===== config.mk =====
export PLATFORM = sky130hd
export DESIGN_NAME = multicycle_control
export DESIGN_NICKNAME = d
export VERILOG_FILES = /design/src/rtl/multicycle_control.sv
export SDC_FILE = /design/constraint.sdc
export NUM_CORES = 1
export LEC_CHECK = 0
export CAP_MARGIN = 10
export CORE_ASPECT_RATIO = 0.75
export CORE_UTILIZATION = 28
export CTS_BUF_LIST = sky130_fd_sc_hd__clkbuf_4 sky130_fd_sc_hd__clkbuf_8 sky130_fd_sc_hd__clkbuf_16
export CTS_CLUSTER_DIAMETER = 60
export DETAILED_ROUTE_END_ITERATION = 8
export PLACE_DENSITY = 0.62
export SETUP_SLACK_MARGIN = 0.1
export SLEW_MARGIN = 5
export SYNTH_ARGS = -nofsm -noshare
export SYNTH_HDL_FRONTEND = slang
export SYNTH_SLANG_ARGS = --single-unit

===== constraint.sdc =====
create_clock -name clk -period 1.9 [get_ports clk]
set_input_delay 0.57 -clock clk [delete_from_list [all_inputs] [get_ports clk]]
set_output_delay 0.57 -clock clk [all_outputs]
set_load 0.01 [all_outputs]

===== src/rtl/multicycle_control.sv =====
// Multi-cycle sequencing controller for the MIPS-subset datapath.
// Walks each instruction through IF/ID/EX/MEM/WB and drives the datapath selects and enables.
module multicycle_control #(
  parameter int MEM_TIMEOUT = 16
) (
  input  logic       clk,
  input  logic       rst,
  input  logic [5:0] OpCode,
  input  logic       mem_ready,
  output logic       PCWrite,
  output logic       IRWrite,
  output logic       IorD,
  output logic       MemRead,
  output logic       MemWrite,
  output logic       MemtoReg,
  output logic       RegDst,
  output logic       RegWrite,
  output logic       ALUSrcA,
  output logic [1:0] ALUSrcB,
  output logic [1:0] ALUOp,
  output logic       InstrDone,
  output logic       Illegal,
  output logic       BusError,
  output logic [3:0] State
);

  localparam int CW = $clog2(MEM_TIMEOUT) + 1;

  localparam logic [5:0] OP_RTYPE = 6'd4;
  localparam logic [5:0] OP_ADDIU = 6'd12;
  localparam logic [5:0] OP_SUBIU = 6'd13;
  localparam logic [5:0] OP_SW    = 6'd16;
  localparam logic [5:0] OP_LW    = 6'd17;

  typedef enum logic [3:0] {
    S_IF     = 4'd0,
    S_ID     = 4'd1,
    S_EX_R   = 4'd2,
    S_EX_I   = 4'd3,
    S_ADDR   = 4'd4,
    S_MEM_RD = 4'd5,
    S_MEM_WR = 4'd6,
    S_WB_R   = 4'd7,
    S_WB_I   = 4'd8,
    S_WB_MEM = 4'd9
  } state_t;

  state_t          r_state;
  state_t          w_next;
  logic [5:0]      r_op;
  logic [CW-1:0]   r_wait;
  logic            w_wait_state;
  logic            w_timeout;

  // IF, MEM_RD and MEM_WR are the only states that wait on the memory handshake.
  assign w_wait_state = (r_state == S_IF) || (r_state == S_MEM_RD) || (r_state == S_MEM_WR);
  assign w_timeout    = w_wait_state && !mem_ready && (r_wait == CW'(MEM_TIMEOUT - 1));
  assign State        = r_state;

  // NOTE: sequential state uses non-blocking assignments so every register samples pre-edge values.
  always_ff @(posedge clk or posedge rst) begin
    if (rst) begin
      r_state <= S_IF;
      r_op    <= '0;
      r_wait  <= '0;
    end else begin
      r_state <= w_next;
      if (r_state == S_ID) r_op <= OpCode;
      // The counter is zero in every non-waiting state, so entering a wait state starts it cleared.
      if (w_wait_state && !mem_ready && !w_timeout) r_wait <= r_wait + 1'b1;
      else                                          r_wait <= '0;
    end
  end

  // NOTE: every output and w_next gets a default before the case, so no path can infer a latch.
  always_comb begin
    w_next    = S_IF;
    PCWrite   = 1'b0;
    IRWrite   = 1'b0;
    IorD      = 1'b0;
    MemRead   = 1'b0;
    MemWrite  = 1'b0;
    MemtoReg  = 1'b0;
    RegDst    = 1'b0;
    RegWrite  = 1'b0;
    ALUSrcA   = 1'b0;
    ALUSrcB   = 2'b00;
    ALUOp     = 2'b01;
    InstrDone = 1'b0;
    Illegal   = 1'b0;
    BusError  = 1'b0;
    unique case (r_state)
      S_IF: begin
        MemRead = 1'b1;
        ALUSrcB = 2'b01;
        if (mem_ready) begin
          // Mealy strobes are held off while reset is asserted.
          IRWrite = !rst;
          PCWrite = !rst;
          w_next  = S_ID;
        end else if (w_timeout) begin
          BusError = 1'b1;
        end
      end
      S_ID: begin
        unique case (OpCode)
          OP_RTYPE:          w_next = S_EX_R;
          OP_ADDIU, OP_SUBIU: w_next = S_EX_I;
          OP_SW, OP_LW:      w_next = S_ADDR;
          default:           Illegal = 1'b1;
        endcase
      end
      S_EX_R: begin
        ALUSrcA = 1'b1;
        ALUSrcB = 2'b00;
        ALUOp   = 2'b10;
        w_next  = S_WB_R;
      end
      S_WB_R: begin
        RegWrite  = 1'b1;
        RegDst    = 1'b1;
        InstrDone = 1'b1;
      end
      S_EX_I: begin
        ALUSrcA = 1'b1;
        ALUSrcB = 2'b10;
        ALUOp   = (r_op == OP_SUBIU) ? 2'b00 : 2'b01;
        w_next  = S_WB_I;
      end
      S_WB_I: begin
        RegWrite  = 1'b1;
        InstrDone = 1'b1;
      end
      S_ADDR: begin
        ALUSrcA = 1'b1;
        ALUSrcB = 2'b10;
        w_next  = (r_op == OP_LW) ? S_MEM_RD : S_MEM_WR;
      end
      S_MEM_RD: begin
        IorD    = 1'b1;
        MemRead = 1'b1;
        if (mem_ready)      w_next = S_WB_MEM;
        else if (w_timeout) BusError = 1'b1;
        else                w_next = S_MEM_RD;
      end
      S_MEM_WR: begin
        IorD     = 1'b1;
        MemWrite = 1'b1;
        if (mem_ready)      InstrDone = 1'b1;
        else if (w_timeout) BusError = 1'b1;
        else                w_next = S_MEM_WR;
      end
      S_WB_MEM: begin
        RegWrite  = 1'b1;
        MemtoReg  = 1'b1;
        InstrDone = 1'b1;
      end
      default: w_next = S_IF;
    endcase
  end

endmodule


* Word level (Yosys, flattened, before mapping)
Cells that the tools add are included.
** Storage, ports and cells
- Bits in registers :: 15
- Input port bits :: 9
- Logic and storage cells :: 67
** Operators by class
- $add $sub $neg :: 1
- Equality and inequality tests :: 17
- Multiplexer cells :: 28
- Reductions and logical operators :: 18
** Operators by type and width (number)
- case mux 4 bit (7 select lines) :: 1
- == test 6 x 4 -> 1 bit (second input constant) :: 3
- == test 6 x 5 -> 1 bit (second input constant) :: 3
- 2-to-1 mux 1 bit :: 17
- == test 4 x 3 -> 1 bit (second input constant) :: 4
- OR reduction 2 bit :: 5
- 2-to-1 mux 3 bit :: 3
- case mux 3 bit (3 select lines) :: 1
- OR reduction 3 bit :: 3
- == test 4 x 2 -> 1 bit (second input constant) :: 2
- == test 4 bit (second input constant) :: 2
- case mux 2 bit (2 select lines) :: 2
- == test 6 x 3 -> 1 bit (second input constant) :: 1
- adder 5 x 1 -> 5 bit (second input constant) :: 1
- == test 5 x 4 -> 1 bit (second input constant) :: 1
- 2-to-1 mux 5 bit :: 1
- OR reduction 5 bit :: 1
- == test 4 x 1 -> 1 bit (second input constant) :: 1
- zero test 4 bit :: 1
- 2-to-1 mux 4 bit :: 1
- logical AND 1 bit :: 3
- zero test 1 bit :: 3
- logical OR 1 bit :: 2
- 2-to-1 mux 2 bit :: 1
- case mux 1 bit (2 select lines) :: 1

* Longest topological paths before layout
Gate-level depths: netlist (run 1).
- Depth in word-level cells :: 8
- Depth in mapped cells :: 6
- Gate-level depth less buffers :: 6

* Worst setup path after synthesis (run 1)
OpenSTA, ideal clock, no wires.
- Path type :: reg-to-output
- From :: register r_state[2], in the netlist State[2]
- To :: output port PCWrite
- Arrival time :: 1531 ps
- Setup slack :: -201 ps
- Stages on the path, launching flop included :: 5
- Buffers on the path :: 2
- Cells stage by stage :: dfrtp_1 buf_2 nor4_1 and3_1 buf_4
** Between the ends
- Cells in the longest elaborated chain, start to end :: 2
** Ends and longest elaborated chain
- start, declared :: line 48 : state_t r_state;
- start signal, assigned :: line 67 : r_state <= w_next;
- zero test 4 bit
- 2-to-1 mux 1 bit
- end, declared :: line 10 : output logic PCWrite,
Every way passes these cells.

* Worst setup path after layout (run 1)
- From :: register r_state[0], in the netlist State[0]
- To :: output port BusError
** Between the ends
- Cells in the longest elaborated chain, start to end :: 8
- Elaborated cells between the ends (all ways) :: 11
- Those cells by class :: eq/ne: 2; mux: 3; reduce/logical: 6
** Ends and longest elaborated chain
- == test 4 x 3 -> 1 bit or zero test 4 bit (tied branches) :: line 56, 92
- logical OR 1 bit (2 in series) :: line 56 : assign w_wait_state = (r_state == S_IF) || (r_state == S_MEM_RD) || (r_state == S_MEM_WR);
- logical AND 1 bit (2 in series) :: line 57 : assign w_timeout = w_wait_state && !mem_ready && (r_wait == CW'(MEM_TIMEOUT - 1));
- 2-to-1 mux 1 bit :: line 101, 143, 150
- 2-to-1 mux 1 bit :: line 142 : if (mem_ready) w_next = S_WB_MEM;
- 2-to-1 mux 1 bit (*)
- end, declared :: line 23 : output logic BusError,
Mark *: on every way between the ends. The rest lies on a longest branch, timed or not.

==> flow_metrics.py, run 1 <==
metrics = {
    "outcome": {
        "status": "finished, violations left",
        "violations": "negative setup slack",
    },
    "synth": {
        "yosysWarnings": 0,
        "ys_ff_latch": 15,
        "synth_cells": 99,
        "syn-num-nets": 110,
        "synth_async_sr_flop_share_pct": 100,
        "synth_area_per_cell_um2": 9.59,
        "syn_area_um2": 950,
        "ys_seq_area_share_pct": 39.5,
        "synth.distinct_cells": 38,
        "synth_edf_count": 0,
        "synth-main-ff-cell": "dfrtp_1",
    },
    "cts": {
        "holdBufCountCts": 0,
        "cts_sinks": 15,
        "htree_levels": 1,
        "cts_root_buf": "clkbuf_8",
        "clkTransAtPathRegs_ns": 0.06,
        "numCtsBuffers": 3,
        "cts_tree": "built",
        "insertion_delay_ns": 0.25,
        "ctsLongestPathBuffers": 2,
    },
    "placed_design": {
        "io_buffers": 28,
        "place_inst": 194,
        "dpl.hpwl_um": 1970,
        "place.gp.congestion": 0.775,
    },
    "sta": {
        "post-route-period-util_pct": 114,
        "worst_pin_slew_ns": 0.289,
        "hold_viol": 0,
        "fin_setup_tns_ns": -1.93,
        "slew_headroom_pct": 80.6,
        "setup_viol": 14,
        "setup_ws_ns": -0.264,
        "skew_ns": 0.00233,
        "rsz0062_at_grt": "true",
        "clock.fmax_mhz": 462,
        "fin_crit_ns": 2.16,
        "finalMaxSlewViolations": 0,
    },
    "floorplan": {
        "num_rows": 17,
        "fp.dieH_um": 52.4,
        "die_area_um2": 3630,
        "start_util_pct": 30.8,
        "io_pins": 29,
        "core-area_um2": 3080,
        "die_w_um": 69.2,
    },
    "grt": {
        "grt_busiest_layer": "met2",
        "antenna_found_initial": 0,
        "grt_remaining_overflow": 0,
        "grt_pass1_wl_um": 4790,
        "met2_usage_pct": 31.6,
        "use_met1_pct": 20.0,
        "grt_util_met3_pct": 3.65,
        "grt_pass1_vias": 1081,
        "grt.total_usage_pct": 17.1,
        "grt_start_max_net_pins": 16,
    },
    "power_and_ir_drop": {
        "ir_worst_vdd_v": 0.000686,
        "power_density_nw_per_um2": 1570,
        "p_leak_nw": 0.820,
    },
    "routing": {
        "via_count": 1019,
        "ant_nets": 0,
        "drtPass1Iterations": 4,
        "drtIter0Drc": 16,
        "vias_per_cell": 4.83,
        "routed_wl_um": 2920,
        "wl_per_cell_um": 13.8,
        "drc": 0,
    },
    "worst_setup_path": {
        "path_class": "flip-flop to primary output",
        "critPathCaptureType": "primary output",
        "cpPeakStageDelay_ns": 0.41,
        "crit_family": "flip-flops",
        "cp-start-kind": "flip-flop",
        "worstPathMaxFanout": 3,
        "arrival_ns": 1.59,
        "crit_buf_inv": 2,
        "crit_chain": "buf_6, xor2_4, o21a_2, nor4b_4, buf_2",
        "crit_slowest_cell": "dfrtp_1",
        "worstPathRequired_ns": 1.33,
    },
    "layout": {
        "nets": 185,
        "stdcell_count": 211,
        "areaGrowthSynthToFinish_pct": 90.2,
        "fin_util_pct": 58.6,
        "insertedDiodeCount": 0,
        "drive_gt1_share_pct": 60.7,
    },
    "worst_hold_path": {
        "hold_class": "flip-flop to flip-flop",
    },
    "run": {
        "cap_violations": 0,
    },
}
registers in the layout, indices dropped and copies added, names as in the netlist:
| register | cells |
|---|---|
| r_wait | 5 |
| r_op | 6 |
| State | 4 |
final timing paths:
| kind | start | endpoint | slack (ns) | depth (start not counted) |
|---|---|---|---|---|
| min in group asynchronous | rst | State[2] | 0.53 | 3 |
| max in group asynchronous | rst | State[3] | 1.18 | 3 |
| max reg2reg | r_wait[0] | State[2] | 0.11 | 7 |
| min | r_op[0] | r_op[0] | 0.52 | 1 |
| max | State[0] | BusError | -0.26 | 5 |
| min reg2reg | r_op[0] | r_op[0] | 0.52 | 1 |
kinds of logic (layout without fill, tap and decap cells):
family,count (synthesis),after routing,synth area share (%)
muxes,6,6,7.11
adders and majority gates,2,2,2.63
DFF,15,15,39.5
buffers and inverters,10,84,5.53
xor gates and xnor gates,3,3,2.77
AOI/OAI and AO/OA,19,19,14.1
and+or+nand+nor,44,44,28.3
report_power, final:
part           leakage [nW]  internal, W  total (W)  switching, W
logic                 0.605      0.00114    0.00200      0.000858
registers             0.188     0.000445   0.000568      0.000123
clock network        0.0262     0.000163   0.000278      0.000115
total                 0.820      0.00175    0.00284       0.00110
repair_timing:
action                                  in CTS  in global routing
resized for setup                           98                 12
pin swaps                                   11                  9
setup buffers                                8                  7
endpoints found under the setup margin      21                 27
layout by cell type, fill, tap and decap left out, types with 3 or more instances in the layout:
cell and count:
nor2_1 5, nand2b_4 4, clkdlybuf4s15_1 3, dfrtp_1 13
buf_4 44, dlygate4sd2_1 6, nand3_1 3, mux2_2 6
buf_2 11, clkdlybuf4s15_2 4, or3_1 3, clkbuf_8 3
nor3_1 4, buf_6 5
through the flow:
| stage | instance area [um2] | total power, W | hold WS [ns] | worst slack, ns |
|---|---|---|---|---|
| detailed placement | 1580 | 0.00221 | 0.494 | -0.754 |
| global placement | 1580 | 0.00217 | 0.493 | -0.736 |
| CTS | 1720 | 0.00266 | 0.513 | -0.249 |
| floorplan | 1040 | 0.00143 | 0.395 | 0.0423 |
| finish | 1810 | 0.00284 | 0.522 | -0.264 |
| global route | 1810 | 0.00304 | 0.544 | -0.315 |
cells in the mapped netlist, types with 3 or more instances:
library cell	instances	area share, %
buf_2	3	1.6
and3_1	4	2.6
a21oi_1	4	2.1
dfrtp_1	15	40
o21ai_0	3	1.6
nor2_1	6	2.4
nand2_1	3	1.2
nor3_1	6	3.2
nand2b_1	5	3.3
nand3_1	3	1.6
inv_1	3	1.2
o21a_1	3	2.4
or3_1	4	2.6
mux2_2	6	7.1
layer usage:
layer	part of all wire, %	up-vias
li1	-	510
met1	45	481
met2	51	23
met3	3.0	5
met4	1.5	0
met5	0	-
layout make-up:
| cell class | instances | area (um2) |
|---|---|---|
| fill | 261 | 1280 |
| clock buffer | 4 | 48.8 |
| sequential | 15 | 378 |
| tap | 38 | 47.5 |
| inverter | 3 | 17.5 |
| multi-input combinational | 74 | 706 |
| timing repair buffer | 77 | 609 |
Note: power is estimated with default switching activity, not from simulation.
==> run 2, diff against run 1 <==
Settings changed: CORE_UTILIZATION 28 to 46, PLACE_DENSITY 0.62 to 0.89, SKIP_LAST_GASP set to 1.
==> run 2 against run 1 <==
  * The run now fails in global routing
  * Synthesized cell count unchanged
  * Synthesized area unchanged
==> flow_metrics.py, run 2 <==
metrics = {
    "cts": {
        "htree_levels": 1,
        "cts_root_buf": "clkbuf_4",
        "holdBufCountCts": 0,
        "ctsLongestPathBuffers": 2,
        "cts_sinks": 15,
        "numCtsBuffers": 3,
    },
    "synth": {
        "synth_most_common_cell": "dfrtp_1",
        "synth_cells": 99,
        "ys_seq_area_share_pct": 39.5,
        "synth.top_cells.by_area": "dfrtp_1 (40%), mux2_2 (7.1%), nand2b_1 (3.3%)",
        "synth_top_area_share_pct": 39.5,
        "synth_async_sr_flop_share_pct": 100,
        "synth_top_area_cell": "dfrtp_1",
        "synth_commonest_cells": "dfrtp_1 (15), mux2_2 (6), nor2_1 (6), nor3_1 (6), nand2b_1 (5)",
        "syn-num-nets": 110,
        "yosysWarnings": 0,
        "synth_area_per_cell_um2": 9.59,
        "syn_area_um2": 950,
        "synth_edf_count": 0,
        "synth.distinct_cells": 38,
        "synth-main-ff-cell": "dfrtp_1",
        "ys_ff_latch": 15,
    },
    "placed_design": {
        "dpl.hpwl_um": 1990,
        "place.gp.congestion": 0.858,
        "dp_slack_ns": -0.762,
        "io_buffers": 28,
    },
    "outcome": {
        "firstError": "[ERROR DPL-0038] Utilization greater than 100%, impossible to legalize",
        "status": "stopped before the end",
        "lastStage": "global routing",
    },
    "floorplan": {
        "io_pins": 29,
        "fp.dieH_um": 41.4,
        "start_util_pct": 51.7,
        "die_w_um": 54.5,
        "num_rows": 13,
    },
    "grt": {
        "grt_start_max_net_pins": 16,
    },
    "sta": {
        "worst_path_end_type": "primary output",
        "worstEndpointGrtRepair": "BusError",
    },
}
==> run 2: cell counts after synthesis <==
No cell type changed its count.
==> run 2: cell families after synthesis <==
| family | synth area share, % |
|---|---|
| AND/OR/NAND/NOR | 28.3 |
| XOR/XNOR | 2.77 |
| AO/OA/AOI/OAI | 14.1 |
| flip-flops | 39.5 |
| buffers and inverters | 5.53 |
| adder cells (fa/ha/maj) | 2.63 |
| multiplexers | 7.11 |
==> run 2: metrics by stage <==
| step | cells | TNS [ns] | instance area, um2 | utilization (%) | hold WS [ns] |
|---|---|---|---|---|---|
| after floorplan | 99 | 0 | 1040 | - | 0.395 |
| after global placement | 171 | -5.46 | 1510 | 82.0 | 0.489 |
| after detailed placement | 171 | -6.34 | 1510 | 82.0 | 0.494 |
| after CTS | 185 | -3.15 | 1680 | 91.2 | 0.520 |
==> run 2: repair_timing <==
item | in CTS
setup buffers | 10
cloned | 0
endpoints found under the setup margin | 28
hold endpoints to repair | 0
gates resized for setup | 103
pin swaps | 11
==> run 3, diff against run 2 <==
Settings changed: CORE_AREA set to 2 2 63 65, CORE_ASPECT_RATIO 0.75 to not set, CORE_UTILIZATION 46 to not set, CTS_BUF_LIST sky130_fd_sc_hd__clkbuf_4 sky130_fd_sc_hd__clkbuf_8 sky130_fd_sc_hd__clkbuf_16 to not set, CTS_CLUSTER_DIAMETER 60 to not set, DIE_AREA set to 0 0 65 67, PLACE_DENSITY 0.89 to not set, PLACE_DENSITY_LB_ADDON set to 0.15, SETUP_SLACK_MARGIN 0.1 to not set.
==> run 3 against run 2 <==
  * The flow now finishes, with violations (negative setup slack)
==> flow_metrics.py, run 3 (synthesized netlist as in run 1, its figures left out) <==
metrics = {
    "layout": {
        "final_cell_mix": "buf_4 (44), buf_2 (13), dfrtp_1 (11), dlygate4sd2_1 (8), buf_6 (8)",
        "areaGrowthSynthToFinish_pct": 87.0,
        "stdcell_count": 223,
        "nets": 187,
        "postLayoutCellArea_um2": 1780,
        "drive_gt1_share_pct": 59.4,
        "final_common_cell": "buf_4",
        "insertedDiodeCount": 0,
        "fin_util_pct": 49.2,
        "largest_reg_flops": 6,
        "largest-register": "r_op",
    },
    "routing": {
        "drtPass1Iterations": 4,
        "drtIter0Drc": 17,
        "via_count": 1047,
        "routed_wl_um": 2920,
        "drc": 0,
        "vias_per_cell": 4.70,
        "wl_per_cell_um": 13.1,
        "ant_nets": 0,
    },
    "placed_design": {
        "dpl.hpwl_um": 2090,
        "io_buffers": 28,
        "place_inst": 203,
        "place.gp.congestion": 0.712,
        "post_dp_cell_area_um2": 1540,
    },
    "power_and_ir_drop": {
        "power_density_nw_per_um2": 1500,
        "ir_worst_vdd_v": 0.000718,
        "p_leak_nw": 0.819,
    },
    "sta": {
        "setup_ws_ns": -0.176,
        "slew_headroom_pct": 80.1,
        "skew_ns": 0.00441,
        "hold_viol": 0,
        "clock.fmax_mhz": 482,
        "post-route-period-util_pct": 109,
        "fin_setup_tns_ns": -1.03,
        "finalMaxSlewViolations": 0,
        "rsz0062_at_grt": "true",
        "setup_viol": 10,
        "fin_crit_ns": 2.08,
        "worst_pin_slew_ns": 0.297,
    },
    "cts": {
        "numCtsBuffers": 3,
        "insertion_delay_ns": 0.25,
        "cts_root_buf": "clkbuf_8",
        "clkTransAtPathRegs_ns": 0.06,
        "ctsLongestPathBuffers": 2,
        "cts_sinks": 15,
        "cts_tree": "built",
        "htree_levels": 1,
    },
    "worst_setup_path": {
        "cp-start-kind": "flip-flop",
        "arrival_ns": 1.51,
        "worstPathMaxFanout": 4,
        "worstPathRequired_ns": 1.33,
        "path_class": "flip-flop to primary output",
        "critPathCaptureType": "primary output",
    },
    "grt": {
        "grt.total_usage_pct": 15.1,
        "grt_remaining_overflow": 0,
        "grt_start_max_net_pins": 16,
        "grt_pass1_wl_um": 5010,
        "grt_pass1_vias": 1117,
        "antenna_found_initial": 0,
    },
    "outcome": {
        "status": "finished, violations left",
        "violations": "negative setup slack",
    },
    "floorplan": {
        "die_area_um2": 4360,
        "fp.dieH_um": 67,
        "num_rows": 22,
        "die_w_um": 65,
        "start_util_pct": 26.3,
        "core-area_um2": 3610,
        "io_pins": 29,
    },
    "worst_hold_path": {
        "hold_class": "flip-flop to flip-flop",
    },
    "run": {
        "cap_violations": 0,
    },
}
run 3: final cells by class:
cell class                      count  area [um2]
Timing Repair Buffer               79         618
Sequential cell                    15         380
Fill cell                         357        1830
Multi-Input combinational cell     74         661
Clock buffer                        4        45.0
Tap cell                           48        60.1
Inverter                            3        11.3
run 3: final timing paths:
kind,from,end,slack [ns],cells after the start
hold reg to reg,r_op[0],r_op[0],0.51,1
max in group asynchronous,rst,State[1],1.01,3
setup / recovery,State[1],Illegal,-0.18,5
hold / removal,r_op[0],r_op[0],0.51,1
setup reg to reg,r_wait[0],State[1],0.08,8
min in group asynchronous,rst,r_wait[4],0.68,3
run 3: what timing repair did:
action | in CTS | in global routing
resized for setup | 99 | 12
gates cloned | 1 | 0
pin swaps | 10 | 8
buffers inserted | 12 | 5
hold buffers | 0 | 0
endpoints found under the setup margin | 21 | 22
run 3: through the flow:
stage / power [W] / hold slack (ns) / worst slack [ns]
after floorplan: 0.00130 / 0.444 / -0.0321
after global placement: 0.00209 / 0.489 / -0.759
after detailed placement: 0.00213 / 0.492 / -0.790
after CTS: 0.00260 / 0.511 / -0.204
after global routing: 0.00287 / 0.554 / -0.269
final: 0.00266 / 0.509 / -0.176
run 3: critical path, cell delays in order (launching register included):
cell and delay, ns:
dfrtp_2 0.43, buf_6 0.13, buf_6 0.11, nor4b_4 0.26, a21boi_2 0.20, buf_2 0.14
run 3: layer usage:
metal / GRT usage, % / wire length, um
met5: 0 / 0
met4: 4.79 / 38
met2: 28.5 / 1600
met1: 16.6 / 1190
met3: 3.55 / 96
run 3: report_power, final:
part	leakage [nW]	internal, W	switching (W)	total (W)
Clock	0.0228	0.000149	0.000117	0.000266
Combinational	0.611	0.00104	0.000800	0.00184
Sequential	0.186	0.000448	0.0000970	0.000545
Total	0.819	0.00164	0.00101	0.00266
==> run 4, diff against run 3 <==
Clock period 1.9 ns to 2 ns, I/O delays scaled along.
==> run 4 against run 3 <==
  * Highest routed layer unchanged
  * Largest power group unchanged
  * Final cell count fell by 1.8%
  * The run still ends with negative setup slack left
  * Die area did not move
  * Sequential cell count did not move
  * Utilization fell by 1.0 points
  * Clock power fell by 9.8%
==> flow_metrics.py, run 4 (synthesized netlist as in run 1, its figures left out) <==
metrics = {
    "outcome": {
        "status": "finished, violations left",
        "violations": "negative setup slack",
    },
    "sta": {
        "rsz0062_at_grt": "true",
        "clock.fmax_mhz": 458,
        "skew_ns": 0.00146,
        "setup_ws_ns": -0.184,
        "slew_headroom_pct": 77.5,
        "whs_ns": 0.533,
        "setup_viol": 7,
        "finalMaxSlewViolations": 0,
        "worst_pin_slew_ns": 0.329,
        "hold_viol": 0,
        "fin_crit_ns": 2.18,
        "post-route-period-util_pct": 109,
    },
    "layout": {
        "fill_cells": 361,
        "final_cell_mix": "buf_4 (42), buf_2 (12), dfrtp_1 (11)",
        "largest_reg_flops": 6,
        "drive_gt1_share_pct": 57.3,
        "multi_input_area_um2": 643,
        "insertedDiodeCount": 0,
        "final_common_cell": "buf_4",
        "areaGrowthSynthToFinish_pct": 83.0,
        "largest-register": "r_op",
        "seq_area_um2": 380,
        "nets": 183,
    },
    "worst_setup_path": {
        "path_class": "flip-flop to primary output",
        "cp-start-kind": "flip-flop",
        "worstPathRequired_ns": 1.40,
        "worstPathMaxFanout": 4,
        "crit_buf_inv": 2,
        "crit_chain": "buf_6, xor2_2, o21a_1, nor4b_2, buf_2",
        "critPathCaptureType": "primary output",
        "cpPeakStageDelay_ns": 0.44,
        "crit_slowest_cell": "dfrtp_2",
        "crit_family": "flip-flops",
        "arrival_ns": 1.58,
    },
    "cts": {
        "cts_tree": "built",
        "htree_levels": 1,
        "clkTransAtPathRegs_ns": 0.06,
        "cts_sinks": 15,
        "holdBufCountCts": 0,
        "cts_root_buf": "clkbuf_8",
        "numCtsBuffers": 3,
        "ctsLongestPathBuffers": 2,
        "insertion_delay_ns": 0.24,
    },
    "floorplan": {
        "start_util_pct": 26.3,
        "fp.dieH_um": 67,
        "die_area_um2": 4360,
        "core-area_um2": 3610,
        "num_rows": 22,
        "io_pins": 29,
        "die_w_um": 65,
    },
    "power_and_ir_drop": {
        "power_density_nw_per_um2": 1470,
        "ir_worst_vdd_v": 0.000630,
        "p_leak_nw": 0.809,
    },
    "grt": {
        "grt.total_usage_pct": 14.2,
        "antenna_found_initial": 0,
        "grt_pass1_vias": 1098,
        "grt_pass1_wl_um": 4800,
        "grt_remaining_overflow": 0,
        "grt_start_max_net_pins": 16,
    },
    "routing": {
        "drc": 0,
        "ant_nets": 0,
        "via_count": 1040,
        "routed_wl_um": 2850,
        "drtPass1Iterations": 4,
        "vias_per_cell": 4.75,
        "drtIter0Drc": 16,
        "wl_per_cell_um": 13.0,
    },
    "worst_hold_path": {
        "hold_class": "flip-flop to flip-flop",
    },
    "placed_design": {
        "dp_slack_ns": -0.771,
        "dpl.hpwl_um": 2040,
        "io_buffers": 28,
        "place.gp.congestion": 0.758,
    },
    "run": {
        "cap_violations": 0,
    },
}
run 4: cell type report:
type	count	area share, %
sequential	15	21.9
inverter	3	0.648
multi-input combinational	74	37.0
timing repair buffer	75	34.4
clock buffer	4	2.59
tap	48	3.46
run 4: timing repair:
item                       in CTS  in global routing
setup buffers                  11                  2
cloned                          0                  0
setup endpoints to repair      20                 17
gates resized for setup        84                 22
pin swaps                       7                  2
run 4: worst paths after layout:
path	from	to	slack, ns	cells past startpoint
hold / removal	r_op[1]	r_op[1]	0.53	1
setup reg to reg	r_wait[1]	State[0]	0.24	7
setup / recovery	State[0]	BusError	-0.18	5
max in group asynchronous	rst	State[3]	1.09	3
hold reg to reg	r_op[1]	r_op[1]	0.53	1
min in group asynchronous	rst	r_wait[3]	0.72	3
run 4: where the power goes:
part           internal (W)  leakage, nW  switching [W]
Combinational       0.00102        0.601       0.000771
Clock              0.000141       0.0228      0.0000988
Sequential         0.000427        0.186      0.0000946
Total               0.00159        0.809       0.000964
run 4: per-stage QoR:
step                total power, W  utilization, %  std cells  TNS (ns)  area, um2
floorplan                  0.00121               -         99         0        962
global placement           0.00198            42.3        203     -4.96       1520
detailed placement         0.00200            42.3        203     -5.19       1520
CTS                        0.00244            46.4        218    -0.850       1670
global route               0.00275            48.2        219     -1.38       1740
finish                     0.00256            48.2        219    -0.688       1740
run 4: layer usage:
metal	part of all wire (%)	vias up	GRT usage (%)	wire length (um)
met2	55	15	27.3	1570
met4	0.88	0	3.46	25
li1	-	505	-	-
met1	41	516	15.5	1170
met3	3.2	4	3.55	91
met5	0	-	0	0
